$ cat src/rtl/alu_decode_stage.sv
// ---------------------------------------------------------------------------
// alu_decode_stage
//
// Registered decode stage between register read and the execute-stage ALU.
// Turns a decoded RV32I instruction word, together with the register-file
// read data, the PC and the pre-formatted immediate, into the ALU operation
// code and its two operands. The stage holds a single entry behind a
// valid/ready handshake. It supports a flush, and it marks instructions that
// have no ALU mapping as illegal. Illegal entries still travel down the
// pipe.
//
// Ports
//   clk, rst_n     rising-edge clock, asynchronous active-low reset
//   InstrD         instruction word (opcode [6:0], funct3 [14:12], funct7 [31:25])
//   RD1D, RD2D     rs1 / rs2 read data
//   PCD            instruction address
//   ImmExtD        sign-extended immediate, already formatted for the type
//   InValid        upstream presents a valid instruction
//   InReady        stage can accept this cycle (!OutValid | OutReady)
//   OutValid       E-side registers hold a valid entry
//   OutReady       execute consumes the held entry this cycle
//   Flush          drop the held entry and anything accepted this cycle
//   ALUControlE    ADD=0 SUB=1 AND=2 OR=3 XOR=4 SLL=5 SRL=6 SRA=7 SLT=8 SLTU=9
//   SrcAE, SrcBE   ALU operands
//   IllegalE       held entry has no ALU mapping
//   IssueCount     accepted (non-flushed) instructions
//   IllegalCount   accepted (non-flushed) illegal instructions
//
// Configuration
//   ALU_DECODE_STATS_EN  when defined, IssueCount / IllegalCount are real
//                        wrapping 32-bit counters. When not defined, both
//                        ports are tied to zero and no counter flops exist.
// ---------------------------------------------------------------------------
module alu_decode_stage #(
  parameter int DATA_WIDTH = 32
) (
  input  logic                  clk,
  input  logic                  rst_n,
  input  logic [31:0]           InstrD,
  input  logic [DATA_WIDTH-1:0] RD1D,
  input  logic [DATA_WIDTH-1:0] RD2D,
  input  logic [DATA_WIDTH-1:0] PCD,
  input  logic [DATA_WIDTH-1:0] ImmExtD,
  input  logic                  InValid,
  output logic                  InReady,
  output logic                  OutValid,
  input  logic                  OutReady,
  input  logic                  Flush,
  output logic [3:0]            ALUControlE,
  output logic [DATA_WIDTH-1:0] SrcAE,
  output logic [DATA_WIDTH-1:0] SrcBE,
  output logic                  IllegalE,
  output logic [31:0]           IssueCount,
  output logic [31:0]           IllegalCount
);

  localparam int SHW = $clog2(DATA_WIDTH);

  // Shift operands keep only the low SHW bits of the shift amount.
  localparam logic [DATA_WIDTH-1:0] SHIFT_MASK = {{(DATA_WIDTH-SHW){1'b0}}, {SHW{1'b1}}};

  // Link value for JAL/JALR: the return address is PC + 4.
  localparam logic [DATA_WIDTH-1:0] LINK_OFFSET = DATA_WIDTH'(4);

  localparam logic [6:0] OPC_OP     = 7'b0110011;
  localparam logic [6:0] OPC_OP_IMM = 7'b0010011;
  localparam logic [6:0] OPC_LOAD   = 7'b0000011;
  localparam logic [6:0] OPC_STORE  = 7'b0100011;
  localparam logic [6:0] OPC_BRANCH = 7'b1100011;
  localparam logic [6:0] OPC_LUI    = 7'b0110111;
  localparam logic [6:0] OPC_AUIPC  = 7'b0010111;
  localparam logic [6:0] OPC_JAL    = 7'b1101111;
  localparam logic [6:0] OPC_JALR   = 7'b1100111;

  localparam logic [6:0] F7_BASE = 7'b0000000;
  localparam logic [6:0] F7_ALT  = 7'b0100000;

  typedef enum logic [3:0] {
    ALU_ADD  = 4'd0,
    ALU_SUB  = 4'd1,
    ALU_AND  = 4'd2,
    ALU_OR   = 4'd3,
    ALU_XOR  = 4'd4,
    ALU_SLL  = 4'd5,
    ALU_SRL  = 4'd6,
    ALU_SRA  = 4'd7,
    ALU_SLT  = 4'd8,
    ALU_SLTU = 4'd9
  } alu_op_t;

  typedef enum logic [1:0] {
    SRC_A_ZERO,
    SRC_A_RS1,
    SRC_A_PC
  } src_a_sel_t;

  typedef enum logic [1:0] {
    SRC_B_ZERO,
    SRC_B_RS2,
    SRC_B_IMM,
    SRC_B_LINK
  } src_b_sel_t;

  logic [6:0] opcode;
  logic [2:0] funct3;
  logic [6:0] funct7;

  alu_op_t    dec_op;
  src_a_sel_t dec_a_sel;
  src_b_sel_t dec_b_sel;
  logic       dec_illegal;
  logic       dec_is_shift;

  logic [DATA_WIDTH-1:0] dec_src_a;
  logic [DATA_WIDTH-1:0] dec_src_b_raw;
  logic [DATA_WIDTH-1:0] dec_src_b;

  logic                  accept;
  logic                  out_valid_q;
  logic [3:0]            alu_control_q;
  logic [DATA_WIDTH-1:0] src_a_q;
  logic [DATA_WIDTH-1:0] src_b_q;
  logic                  illegal_q;

  // Register-specifier bits are not needed to choose the ALU operation.
  logic unused_instr_bits;
  assign unused_instr_bits = ^{InstrD[24:15], InstrD[11:7]};

  assign opcode = InstrD[6:0];
  assign funct3 = InstrD[14:12];
  assign funct7 = InstrD[31:25];

  // Map from funct3 shared by OP and OP-IMM. Codes 000 and 101 also depend
  // on funct7. Each caller applies that refinement.
  function automatic alu_op_t base_alu_op(input logic [2:0] f3);
    alu_op_t op;
    case (f3)
      3'b000:  op = ALU_ADD;
      3'b001:  op = ALU_SLL;
      3'b010:  op = ALU_SLT;
      3'b011:  op = ALU_SLTU;
      3'b100:  op = ALU_XOR;
      3'b101:  op = ALU_SRL;
      3'b110:  op = ALU_OR;
      default: op = ALU_AND;
    endcase
    return op;
  endfunction

  // Instruction classification. This block picks the ALU operation and where
  // each operand comes from. Any encoding with no ALU meaning falls into
  // dec_illegal. At the end of the block, an illegal entry is forced to ADD
  // with both operands zero, so the execute stage sees a harmless operation.
  always_comb begin
    dec_op      = ALU_ADD;
    dec_a_sel   = SRC_A_ZERO;
    dec_b_sel   = SRC_B_ZERO;
    dec_illegal = 1'b0;

    case (opcode)
      OPC_OP: begin
        dec_a_sel = SRC_A_RS1;
        dec_b_sel = SRC_B_RS2;
        case (funct3)
          3'b000: begin
            if (funct7 == F7_BASE)     dec_op = ALU_ADD;
            else if (funct7 == F7_ALT) dec_op = ALU_SUB;
            else                       dec_illegal = 1'b1;
          end
          3'b101: begin
            if (funct7 == F7_BASE)     dec_op = ALU_SRL;
            else if (funct7 == F7_ALT) dec_op = ALU_SRA;
            else                       dec_illegal = 1'b1;
          end
          default: begin
            if (funct7 == F7_BASE) dec_op = base_alu_op(funct3);
            else                   dec_illegal = 1'b1;
          end
        endcase
      end

      OPC_OP_IMM: begin
        dec_a_sel = SRC_A_RS1;
        dec_b_sel = SRC_B_IMM;
        case (funct3)
          3'b001: begin
            if (funct7 == F7_BASE) dec_op = ALU_SLL;
            else                   dec_illegal = 1'b1;
          end
          3'b101: begin
            if (funct7 == F7_BASE)     dec_op = ALU_SRL;
            else if (funct7 == F7_ALT) dec_op = ALU_SRA;
            else                       dec_illegal = 1'b1;
          end
          default: dec_op = base_alu_op(funct3);
        endcase
      end

      OPC_LOAD, OPC_STORE: begin
        dec_a_sel = SRC_A_RS1;
        dec_b_sel = SRC_B_IMM;
      end

      OPC_BRANCH: begin
        dec_a_sel = SRC_A_RS1;
        dec_b_sel = SRC_B_RS2;
        case (funct3[2:1])
          2'b00:   dec_op = ALU_SUB;
          2'b10:   dec_op = ALU_SLT;
          2'b11:   dec_op = ALU_SLTU;
          default: dec_illegal = 1'b1;
        endcase
      end

      OPC_LUI: begin
        dec_a_sel = SRC_A_ZERO;
        dec_b_sel = SRC_B_IMM;
      end

      OPC_AUIPC: begin
        dec_a_sel = SRC_A_PC;
        dec_b_sel = SRC_B_IMM;
      end

      OPC_JAL: begin
        dec_a_sel = SRC_A_PC;
        dec_b_sel = SRC_B_LINK;
      end

      OPC_JALR: begin
        dec_a_sel = SRC_A_PC;
        dec_b_sel = SRC_B_LINK;
        if (funct3 != 3'b000) dec_illegal = 1'b1;
      end

      default: dec_illegal = 1'b1;
    endcase

    if (dec_illegal) begin
      dec_op    = ALU_ADD;
      dec_a_sel = SRC_A_ZERO;
      dec_b_sel = SRC_B_ZERO;
    end
  end

  // Operand multiplexers. For shift operations, operand B becomes a clean
  // shift amount: only the low SHW bits survive, whether the amount came
  // from rs2 or from the immediate.
  always_comb begin
    dec_src_a = '0;
    case (dec_a_sel)
      SRC_A_RS1: dec_src_a = RD1D;
      SRC_A_PC:  dec_src_a = PCD;
      default:   dec_src_a = '0;
    endcase

    dec_src_b_raw = '0;
    case (dec_b_sel)
      SRC_B_RS2:  dec_src_b_raw = RD2D;
      SRC_B_IMM:  dec_src_b_raw = ImmExtD;
      SRC_B_LINK: dec_src_b_raw = LINK_OFFSET;
      default:    dec_src_b_raw = '0;
    endcase

    dec_is_shift = (dec_op == ALU_SLL) || (dec_op == ALU_SRL) || (dec_op == ALU_SRA);
    dec_src_b    = dec_is_shift ? (dec_src_b_raw & SHIFT_MASK) : dec_src_b_raw;
  end

  // Handshake. The single entry can be refilled in the same cycle it drains,
  // so an entry can move through every cycle while execute keeps OutReady high.
  assign InReady = !out_valid_q || OutReady;
  assign accept  = InValid && InReady;

  // Occupancy flag. Flush wins over everything, including a simultaneous
  // accept. Otherwise a new entry keeps the stage full. Otherwise a drain
  // empties it. With no event, the flag holds.
  always_ff @(posedge clk or negedge rst_n) begin
    if (!rst_n) begin
      out_valid_q <= 1'b0;
    end else if (Flush) begin
      out_valid_q <= 1'b0;
    end else if (accept) begin
      out_valid_q <= 1'b1;
    end else if (OutReady) begin
      out_valid_q <= 1'b0;
    end
  end

  // Payload registers. They load only on accept, so the E-side outputs stay
  // frozen while execute is stalled. A load during a flush does no harm,
  // because the entry is marked invalid anyway.
  always_ff @(posedge clk or negedge rst_n) begin
    if (!rst_n) begin
      alu_control_q <= 4'd0;
      src_a_q       <= '0;
      src_b_q       <= '0;
      illegal_q     <= 1'b0;
    end else if (accept) begin
      alu_control_q <= dec_op;
      src_a_q       <= dec_src_a;
      src_b_q       <= dec_src_b;
      illegal_q     <= dec_illegal;
    end
  end

  assign OutValid    = out_valid_q;
  assign ALUControlE = alu_control_q;
  assign SrcAE       = src_a_q;
  assign SrcBE       = src_b_q;
  assign IllegalE    = illegal_q;

`ifdef ALU_DECODE_STATS_EN
  logic [31:0] issue_count_q;
  logic [31:0] illegal_count_q;

  // Statistics. An accept is counted only when it actually issues, that is,
  // when no flush throws it away in the same cycle. Both counters wrap
  // naturally at 32 bits.
  always_ff @(posedge clk or negedge rst_n) begin
    if (!rst_n) begin
      issue_count_q   <= 32'd0;
      illegal_count_q <= 32'd0;
    end else if (accept && !Flush) begin
      issue_count_q <= issue_count_q + 32'd1;
      if (dec_illegal) begin
        illegal_count_q <= illegal_count_q + 32'd1;
      end
    end
  end

  assign IssueCount   = issue_count_q;
  assign IllegalCount = illegal_count_q;
`else
  assign IssueCount   = 32'd0;
  assign IllegalCount = 32'd0;
`endif

endmodule

$ cat config.mk
export PLATFORM = sky130hd
export DESIGN_NAME = alu_decode_stage
export DESIGN_NICKNAME = d
export VERILOG_FILES = /design/src/rtl/alu_decode_stage.sv
export SDC_FILE = /design/constraint.sdc
export NUM_CORES = 1
export LEC_CHECK = 0
export ABC_AREA = 1
export CELL_PAD_IN_SITES_DETAIL_PLACEMENT = 1
export CELL_PAD_IN_SITES_GLOBAL_PLACEMENT = 1
export CORE_UTILIZATION = 25
export DETAILED_ROUTE_END_ITERATION = 7
export PLACE_DENSITY_LB_ADDON = 0.1
export SYNTH_ARGS = -nofsm -noshare
export SYNTH_HDL_FRONTEND = slang
export SYNTH_SLANG_ARGS = --single-unit
export TNS_END_PERCENT = 20
$ cat constraint.sdc
create_clock -name clk -period 1.47 [get_ports clk]
set_input_delay 0.2205 -clock clk [delete_from_list [all_inputs] [get_ports clk]]
set_output_delay 0.2205 -clock clk [all_outputs]
set_load 0.005 [all_outputs]
==> results.json, run 1 <==
{
  "outcome": "complete, but fails checks",
  "violations": "setup timing",
  "power_density_mw_per_mm2": 616,
  "cts_tree": "built",
  "h-tree-depth": 3,
  "place_inst": 1104,
  "synth_edf_count": 0,
  "netlist_instances": 630,
  "place_congestion": 0.800,
  "synth_xor_area_share_pct": 0.185,
  "maxCapViolCount": 0,
  "post-route-util_pct": 44.2,
  "hold_class": "in2reg",
  "synthSimpleGateAreaFrac_pct": 31.1,
  "cts-buffers-inserted": 9,
  "drtPass1Iterations": 5,
  "wirelength_mm": 17.7,
  "hold_violations": 0,
  "overflow": 0,
  "route.detailed.drc": 0,
  "end_kind": "flip-flop",
  "synth_ff_type": "dfrtp_1",
  "p_total_mw": 5.08,
  "drive_gt1_share_pct": 22.5,
  "synth_common_cells": "nand2_1, nand3_1, dfrtp_1",
  "cts_sinks": 70,
  "ioPinCount": 300,
  "async_flop_share_pct": 100,
  "yosys.area.top_type": "dfrtp_1",
  "clock.fmax_mhz": 521,
  "rows": 50,
  "fill_cells": 2198,
  "syn_area_mm2": 0.00474,
  "grt_pass1_wl_mm": 28.2,
  "crit_arrival_ns": 2.14,
  "postPlaceCellArea_mm2": 0.00743,
  "viasPerCell": 4.43,
  "ys_seq_area_share_pct": 36.9,
  "yosys-top-cells-area": "dfrtp_1, nand2_1, buf_4, nand3_1, a22o_1",
  "grt_max_degree": 71,
  "worstPathMaxFanout": 8,
  "synth_mux_area_share_pct": 0,
  "setup_viol": 62,
  "synth_top_area_share_pct": 36.9,
  "antenna_left": 0,
  "initial_utilization_pct": 25.4,
  "avgSynthCellArea_um2": 7.53,
  "final_nets": 1077,
  "fin_skew_ns": 0.0122,
  "detailed_place_hpwl_mm": 12.9,
  "drt_iter0_drc": 127,
  "setup_ws_ns": -0.451,
  "antenna_found_initial": 0,
  "wl_per_cell_um": 15.4,
  "synth_cell_types": 32,
  "chipHeight_um": 140,
  "yosysMostFrequentCell": "nand2_1",
  "synth-compound-area-share_pct": 11.4,
  "dieWidth_um": 140,
  "insertion_delay_ns": 0.34,
  "startpoint_type": "input pin",
  "multi_input_area_mm2": 0.00259,
  "criticalPathCategory": "in2reg",
  "clockRootBuffer": "clkbuf_16",
  "rsz0062_at_grt": "true",
  "diodes": 0,
  "synth_top_family_by_area": "simple AND/OR/NAND/NOR gates",
  "grt_pass1_vias": 5385,
  "final_cells": 1146,
  "vias": 5077,
  "synthAdderAreaFrac_pct": 1.32,
  "hold-worst-slack_ns": 0.418,
  "period_needed_ns": 1.92,
  "fp.dieArea_mm2": 0.0195,
  "peakVddDrop_v": 0.000516,
  "port_buffers": 220,
  "syn2layout_area_growth_pct": 73.8,
  "grtUsageTotal_pct": 18.3,
  "tns_ns": -15.52,
  "clk_pin_slew_ns": 0.07,
  "seqCellArea_mm2": 0.00175,
  "pre_cts_slack_ns": -1.24,
  "finalCritPeriodShare_pct": 131,
  "ys_warn_count": 0,
  "final_area_mm2": 0.00824,
  "crit_required_ns": 1.69,
  "ys_ff_latch": 70,
  "core-area_mm2": 0.0186,
  "cts_buffer_depth": 2,
  "drv_slew": 0,
  "leakagePower_nw": 4.40
}
[final cells by class]
| type | instances | share of cell area [%] |
|---|---|---|
| clock buffers | 10 | 2.78 |
| multi-input cells | 466 | 31.4 |
| repair buffers | 301 | 37.5 |
| inverters | 59 | 2.75 |
| well taps | 234 | 3.55 |
| clock inverters | 6 | 0.850 |
| flip-flops and latches | 70 | 21.2 |
[critical path: stages]
cell and delay, ns:
buf_6 0.09, nor2_4 0.11, nand2_4 0.08, nor2_4 0.18, nor2_4 0.06, nand3_2 0.09, inv_2 0.05, nor2_4 0.11
nand2_4 0.06, a21oi_2 0.12, nor2_2 0.06, buf_4 0.14, ha_4 0.18, buf_12 0.14, buf_12 0.14, a22o_1 0.20
inv_1 0.07, o21ai_2 0.05
[routing by layer]
layer | up-vias | share of wire [%] | track usage, % | routed length, um
li1 | 2497 | - | - | -
met1 | 2401 | 41 | 21.2 | 7230
met2 | 169 | 52 | 33.4 | 9140
met3 | 10 | 6.6 | 4.96 | 1170
met4 | 0 | 0.95 | 4.11 | 169
met5 | - | 0 | 0 | 0
[logic make-up (layout without fill, tap and decap cells)]
kind of cell | Yosys count | in the layout
AOI/OAI and AO/OA | 82 | 82
xor gates and xnor gates | 1 | 1
adders and majority gates | 5 | 5
buffers and inverters | 159 | 376
DFF | 70 | 70
other | 1 | 64
and+or+nand+nor | 312 | 314
[registers in the layout, indices dropped and copies added, names as in the netlist]
| signal | flops |
|---|---|
| OutValid | 1 |
| ALUControlE | 4 |
| IllegalE | 1 |
| SrcAE | 32 |
| SrcBE | 32 |
[power breakdown]
part	internal [mW]	switching, mW
sequential	1.94	0.00617
combinational	0.518	0.394
clock	1.33	0.894
total	3.78	1.29
[path summary, 6_finish.rpt]
kind                       depth (start not counted)                 start                    end  slack (ns)
hold / removal                                     2                 Flush   OutValid$_DFFE_PN0P_        0.42
setup / recovery                                  18            InstrD[26]  SrcAE[22]$_DFFE_PN0P_       -0.45
hold reg to reg                                    2  SrcBE[6]$_DFFE_PN0P_   SrcBE[6]$_DFFE_PN0P_        0.47
min in group asynchronous                          3                 rst_n  SrcBE[26]$_DFFE_PN0P_        0.44
setup reg to reg                                   7  OutValid$_DFFE_PN0P_  SrcBE[26]$_DFFE_PN0P_        0.09
max in group asynchronous                          3                 rst_n   SrcAE[1]$_DFFE_PN0P_        0.73
[cells in the final DEF (no fill, tap or decap), types with 3 or more instances in the layout]
cell type,count
or2_4,3
nor2_4,13
dlymetal6s2s_1,32
inv_2,17
o21ai_1,22
buf_12,11
nand3_2,5
inv_1,40
clkinv_4,3
o21ai_2,12
nand3_1,69
nor2_2,7
clkdlybuf4s50_1,166
a21oi_1,4
dfrtp_1,70
a22o_1,32
nor2_1,10
buf_4,60
buf_16,3
conb_1,64
nand2_1,151
o21ai_0,7
ha_1,3
buf_6,14
dlygate4sd2_1,4
nand2_4,5
nand2_2,19
nand4_1,27
clkbuf_16,9
buf_2,8
[repair_timing]
| action | 4_1_cts | 5_1_grt |
|---|---|---|
| hold endpoints to repair | 70 | 0 |
| setup endpoints to repair | 73 | 98 |
| resized for setup | 133 | 49 |
| hold buffers | 1 | 0 |
| pin swaps | 51 | 22 |
| cloned | 5 | 0 |
| setup buffers | 18 | 2 |
(Power assumes the default switching activity.)
==> run 2, diff against run 1 <==
--- a/config.mk
+++ b/config.mk
@@ -9,8 +9,10 @@
 export CELL_PAD_IN_SITES_DETAIL_PLACEMENT = 1
 export CELL_PAD_IN_SITES_GLOBAL_PLACEMENT = 1
 export CORE_UTILIZATION = 25
+export CTS_CLUSTER_DIAMETER = 200
 export DETAILED_ROUTE_END_ITERATION = 7
-export PLACE_DENSITY_LB_ADDON = 0.1
+export PLACE_DENSITY = 0.82
+export SKIP_LAST_GASP = 1
 export SYNTH_ARGS = -nofsm -noshare
 export SYNTH_HDL_FRONTEND = slang
 export SYNTH_SLANG_ARGS = --single-unit
==> run 2 against run 1 <==
  * The flow still finishes with violations (setup timing)
  * Worst setup slack improved by 0.037 ns
  * Routed wire length rose by 7.0%
  * Critical path depth did not move
  * Design area fell by 1.3%
  * Combinational power rose by 4.4%
  * Maximum frequency rose by 1.9%
  * Register-to-register slack improved by 0.02 ns
  * Non-clock buffer count rose by 1
  * Via count rose by 2.9%
  * Critical endpoint is now SrcAE[19]$_DFFE_PN0P_
==> results.json, run 2 (synthesis gave the netlist of run 1 again) <==
{
  "outcome": "complete, but fails checks",
  "violations": "setup timing",
  "cts-buffers-inserted": 9,
  "critPathLaunch": "InstrD[3]",
  "hold_violations": 0,
  "viasPerCell": 4.56,
  "grt_pass1_vias": 5483,
  "ff2ff_path_depth": 7,
  "route.detailed.drc": 0,
  "criticalPathCategory": "in2reg",
  "clock.fmax_mhz": 531,
  "crit_top_cell": "nor2_4",
  "worstPathMaxFanout": 32,
  "initial_utilization_pct": 25.4,
  "r2r-start": "OutValid$_DFFE_PN0P_",
  "crit_chain": "buf_6 -> inv_4 -> nand2_4 -> nor2_4 -> nand2_4 -> nor2_4 -> nand2_2 -> nand2_2 -> nor2_4 -> nand2_4 -> a21oi_4 -> nor2_4 -> inv_2 -> ha_4 -> buf_12 -> a22o_1 -> inv_2 -> o21ai_2",
  "finalCritPeriodShare_pct": 128,
  "dieWidth_um": 140,
  "core-area_mm2": 0.0186,
  "hold_class": "in2async",
  "wl_per_cell_um": 16.5,
  "period_needed_ns": 1.88,
  "crit_required_ns": 1.69,
  "grt_max_degree": 39,
  "vias": 5224,
  "cp_slowest_cell": "nor2_4",
  "grtUsageTotal_pct": 19.5,
  "wirelength_mm": 18.9,
  "syn2layout_area_growth_pct": 71.5,
  "crit_arrival_ns": 2.10,
  "antenna_found_initial": 0,
  "overflow": 0,
  "seqCellArea_mm2": 0.00175,
  "final_common_cell": "clkdlybuf4s50_1",
  "cts_tree": "built",
  "clockRootBuffer": "clkbuf_16",
  "ioPinCount": 300,
  "rrSetupSlack_ns": 0.11,
  "p_total_mw": 5.04,
  "end_kind": "flip-flop",
  "h-tree-depth": 3,
  "leakagePower_nw": 3.85,
  "startpoint_type": "input pin",
  "maxCapViolCount": 0,
  "fp.dieArea_mm2": 0.0195,
  "antenna_left": 0,
  "final_cells": 1146,
  "place_congestion": 0.833,
  "reg2reg_to": "SrcBE[21]$_DFFE_PN0P_",
  "setup_ws_ns": -0.415,
  "drv_slew": 0,
  "pre_cts_slack_ns": -1.27,
  "hold-worst-slack_ns": 0.345,
  "peakVddDrop_v": 0.000489,
  "rsz0062_at_grt": "true",
  "multi_input_area_mm2": 0.00260,
  "rows": 50,
  "diodes": 0,
  "insertion_delay_ns": 0.33,
  "drtPass1Iterations": 4,
  "cts_buffer_depth": 2,
  "setup_viol": 69,
  "port_buffers": 220,
  "fill_cells": 2232,
  "chipHeight_um": 140,
  "final_cell_mix": "clkdlybuf4s50_1, nand2_1, dfrtp_1, nand3_1, conb_1",
  "power_density_mw_per_mm2": 619,
  "detailed_place_hpwl_mm": 13.3,
  "cts_sinks": 70,
  "grt_pass1_wl_mm": 29.4,
  "cpPeakStageDelay_ns": 0.23,
  "final_nets": 1079,
  "clk_pin_slew_ns": 0.05,
  "fin_skew_ns": 0.00672,
  "place_inst": 1106,
  "drt_iter0_drc": 154,
  "drive_gt1_share_pct": 21.5
}
-- run 2: cell types whose count changed in the layout (fill, tap and decap cells not counted), moves of 4 or more --
cell / change
inv_2: -4
clkdlybuf4s50_1: +36
dlygate4sd2_1: -4
inv_1: +4
nand2_2: -4
dlymetal6s2s_1: -32
-- run 2: worst max-delay path, delay by kind of cell --
kind | cells | cell delay [ns]
simple gates | 9 | 0.93
buf+inv | 5 | 0.43
compound gates | 3 | 0.33
fa+ha+maj | 1 | 0.16
-- run 2: final cells by class --
type / instances / share of cell area [%]
multi-input combinational: 467 / 32.0
timing repair buffer: 302 / 36.5
clock buffer: 13 / 3.20
sequential: 70 / 21.5
inverter: 59 / 2.78
clock inverter: 1 / 0.369
tap: 234 / 3.60
-- run 2: metrics by stage --
| stage | utilization [%] | instance area (um2) | TNS, ns |
|---|---|---|---|
| floorplan | - | 5140 | -18.57 |
| CTS | 43.2 | 8050 | -20.46 |
| detailed placement | 40.0 | 7460 | -76.34 |
| global route | 43.6 | 8140 | -31.62 |
| finish | 43.6 | 8140 | -22.99 |
| global placement | 40.0 | 7460 | -70.69 |
-- run 2: power breakdown --
group	internal, mW	switching [mW]	total [mW]
registers	1.94	0.00704	1.95
clock network	1.39	0.752	2.14
logic	0.535	0.418	0.952
total	3.86	1.18	5.04
-- run 2: how the worst max path moves through the flow --
stage          slack (ns)                    end
3_5_place_dp        -1.27   SrcAE[0]$_DFFE_PN0P_
6_report            -0.41  SrcAE[19]$_DFFE_PN0P_
4_1_cts             -0.36  SrcAE[23]$_DFFE_PN0P_
2_1_floorplan       -0.56  SrcAE[10]$_DFFE_PN0P_
3_3_place_gp        -1.18   SrcAE[0]$_DFFE_PN0P_
5_1_grt             -0.53  SrcAE[27]$_DFFE_PN0P_
-- run 2: timing repair --
item,in CTS,in global routing
endpoints found under the setup margin,75,95
gates resized for setup,120,18
endpoints found under the hold margin,22,0
buffers inserted,14,7
pin swaps,40,29
hold buffers,1,0
gates cloned,6,0
-- run 2: per-layer routing --
metal | GRT usage, % | vias to the layer above | share of wire (%)
met5 | 0 | - | 0
met4 | 6.25 | 0 | 2.1
met3 | 4.34 | 28 | 6.2
met2 | 35.5 | 229 | 52
met1 | 22.5 | 2472 | 40
li1 | - | 2495 | -
==> run 3, diff against run 2 <==
==> constraint.sdc (replaced) <==
create_clock -name clk -period 1.9 [get_ports clk]
set_input_delay 0.285 -clock clk [delete_from_list [all_inputs] [get_ports clk]]
set_output_delay 0.285 -clock clk [all_outputs]
set_load 0.005 [all_outputs]
==> run 3 against run 2 <==
  * The flow still finishes with violations (setup timing)
  * Die area unchanged
  * Combinational power is 25% lower
  * Worst hold slack improved by 0.14 ns
  * Clock skew is 0.0012 ns lower
  * Routed wire length increased by 2.3%
  * Count of clock-buffer cells in the layout unchanged
  * Total power shrank 22%
  * Register-to-register slack improved by 0.32 ns
  * Clock power down 21%
  * Global-route usage decreased by 0.68 points
  * Critical path type unchanged
  * Design area fell by 1.1%
  * Critical path depth unchanged
  * Largest cell class unchanged
==> results.json, run 3 (synthesis gave the netlist of run 1 again) <==
{
  "outcome": "complete, but fails checks",
  "violations": "setup timing",
  "r2r-start": "OutValid$_DFFE_PN0P_",
  "final_nets": 1067,
  "p_total_mw": 3.91,
  "use_met3_pct": 5.37,
  "diodes": 0,
  "final_common_cell": "clkdlybuf4s50_1",
  "crit_required_ns": 2.12,
  "clk_pin_slew_ns": 0.05,
  "drv_slew": 0,
  "port_buffers": 220,
  "end_kind": "flip-flop",
  "leakagePower_nw": 3.77,
  "switching_share_pct": 24.1,
  "worstPathMaxFanout": 8,
  "use_met1_pct": 21.1,
  "hold_start": "SrcBE[3]$_DFFE_PN0P_",
  "grt_max_degree": 41,
  "final_cells": 1134,
  "startpoint_type": "input pin",
  "grt.busiest_layer": "met2",
  "insertion_delay_ns": 0.33,
  "place_inst": 1093,
  "clockRootBuffer": "clkbuf_16",
  "fp.dieArea_mm2": 0.0195,
  "maxCapViolCount": 0,
  "initial_utilization_pct": 25.4,
  "hold_class": "reg2reg",
  "cts-buffers-inserted": 9,
  "rows": 50,
  "chipHeight_um": 140,
  "route.detailed.drc": 0,
  "crit_arrival_ns": 2.21,
  "combPwrFrac_pct": 18.2,
  "cts_buffer_depth": 2,
  "p_switching_mw": 0.942,
  "viasPerCell": 4.59,
  "wl_per_cell_um": 17.1,
  "drtPass1Iterations": 4,
  "place_congestion": 0.842,
  "syn2layout_area_growth_pct": 69.7,
  "criticalPathCategory": "in2reg",
  "min_path_cells": 2,
  "dieWidth_um": 140,
  "reg2reg_to": "SrcAE[23]$_DFFE_PN0P_",
  "fin_skew_ns": 0.00548,
  "period_needed_ns": 2.00,
  "cts_tree": "built",
  "setup_ws_ns": -0.0982,
  "drt_iter0_drc": 204,
  "vias": 5210,
  "hold_violations": 0,
  "detailed_place_hpwl_mm": 13.1,
  "hold_end": "SrcBE[3]$_DFFE_PN0P_",
  "clkPwrFrac_pct": 43.2,
  "core-area_mm2": 0.0186,
  "grt_pass1_wl_mm": 28.5,
  "clock.fmax_mhz": 500,
  "rrSetupSlack_ns": 0.43,
  "final_cell_mix": "clkdlybuf4s50_1, nand2_1, dfrtp_1",
  "peakVddDrop_v": 0.000354,
  "grt_use_met2_pct": 34.3,
  "ioPinCount": 300,
  "antenna_left": 0,
  "power.internal_mw": 2.96,
  "ff2ff_path_depth": 4,
  "cts_sinks": 70,
  "overflow": 0,
  "power_density_mw_per_mm2": 485,
  "antenna_found_initial": 0,
  "setup_viol": 32,
  "wirelength_mm": 19.4,
  "h-tree-depth": 3,
  "seqPwrFrac_pct": 38.5,
  "grtUsageTotal_pct": 18.8,
  "drive_gt1_share_pct": 20.7,
  "rsz0062_at_grt": "true",
  "finalCritPeriodShare_pct": 105,
  "grt_pass1_vias": 5339,
  "critPathLaunch": "InstrD[13]"
}
## run 3: changes by cell type in the layout (fill, tap and decap cells not counted), sizes merged
cell | previous run | this run
buf | 99 | 85
clkbuf | 13 | 15
## run 3: worst max path at each step
stage | to | slack, ns
2_1_floorplan | SrcAE[10]$_DFFE_PN0P_ | -0.19
3_3_place_gp | SrcAE[0]$_DFFE_PN0P_ | -0.82
3_5_place_dp | SrcAE[0]$_DFFE_PN0P_ | -0.87
4_1_cts | SrcAE[31]$_DFFE_PN0P_ | -0.07
5_1_grt | SrcAE[22]$_DFFE_PN0P_ | -0.20
6_report | SrcAE[22]$_DFFE_PN0P_ | -0.1
## run 3: final cells by class
type,instances,area [um2]
fillers,2252,10600
repair buffers,290,2900
multi-input cells,467,2580
flip-flops and latches,70,1750
well taps,234,293
clock buffers,13,260
inverters,59,231
clock inverters,1,30.0
## run 3: power by group through the flow
| stage | clock network (mW) | registers, mW | logic [mW] |
|---|---|---|---|
| floorplan | 0 | 1.53 | 0.292 |
| global placement | 0 | 1.53 | 0.658 |
| detailed placement | 0 | 1.53 | 0.669 |
| CTS | 1.74 | 1.51 | 0.689 |
| global route | 1.80 | 1.50 | 0.769 |
| finish | 1.69 | 1.51 | 0.712 |
## run 3: critical path, cell delays in order
cell	delay, ns
buf_2	0.15
nor2_4	0.14
nand2_2	0.08
nand2_2	0.09
nand2_2	0.08
nand2_2	0.08
nand2_2	0.07
nor2_4	0.13
nand2_4	0.06
a21oi_2	0.11
nor2_2	0.05
buf_4	0.13
ha_4	0.19
buf_12	0.14
buf_16	0.14
a22o_1	0.18
inv_1	0.05
o21ai_1	0.06
## run 3: through the flow
stage                     setup WS (ns)  TNS [ns]  area (um2)  hold slack (ns)  utilization (%)
after floorplan                  -0.191     -5.89        5140          -0.0106                -
after global placement           -0.823    -45.82        7350            0.264             39.4
after detailed placement         -0.870    -50.16        7350            0.270             39.4
after CTS                       -0.0686    -0.793        7930            0.464             42.5
after global routing             -0.199     -6.22        8050            0.483             43.2
final                           -0.0982     -2.08        8050            0.480             43.2
## run 3: what timing repair did
action | CTS | global route
gates cloned | 5 | 4
buffers inserted | 15 | 3
pin swaps | 40 | 16
hold buffers | 1 | 0
gates resized for setup | 107 | 21
endpoints found under the hold margin | 30 | 0
endpoints found under the setup margin | 65 | 59
## run 3: metal layers
layer,up-vias,routed length [um],share of wire [%]
li1,2474,-,-
met1,2493,7720,40
met2,212,9940,51
met3,31,1290,6.7
met4,0,429,2.2
met5,-,0,0
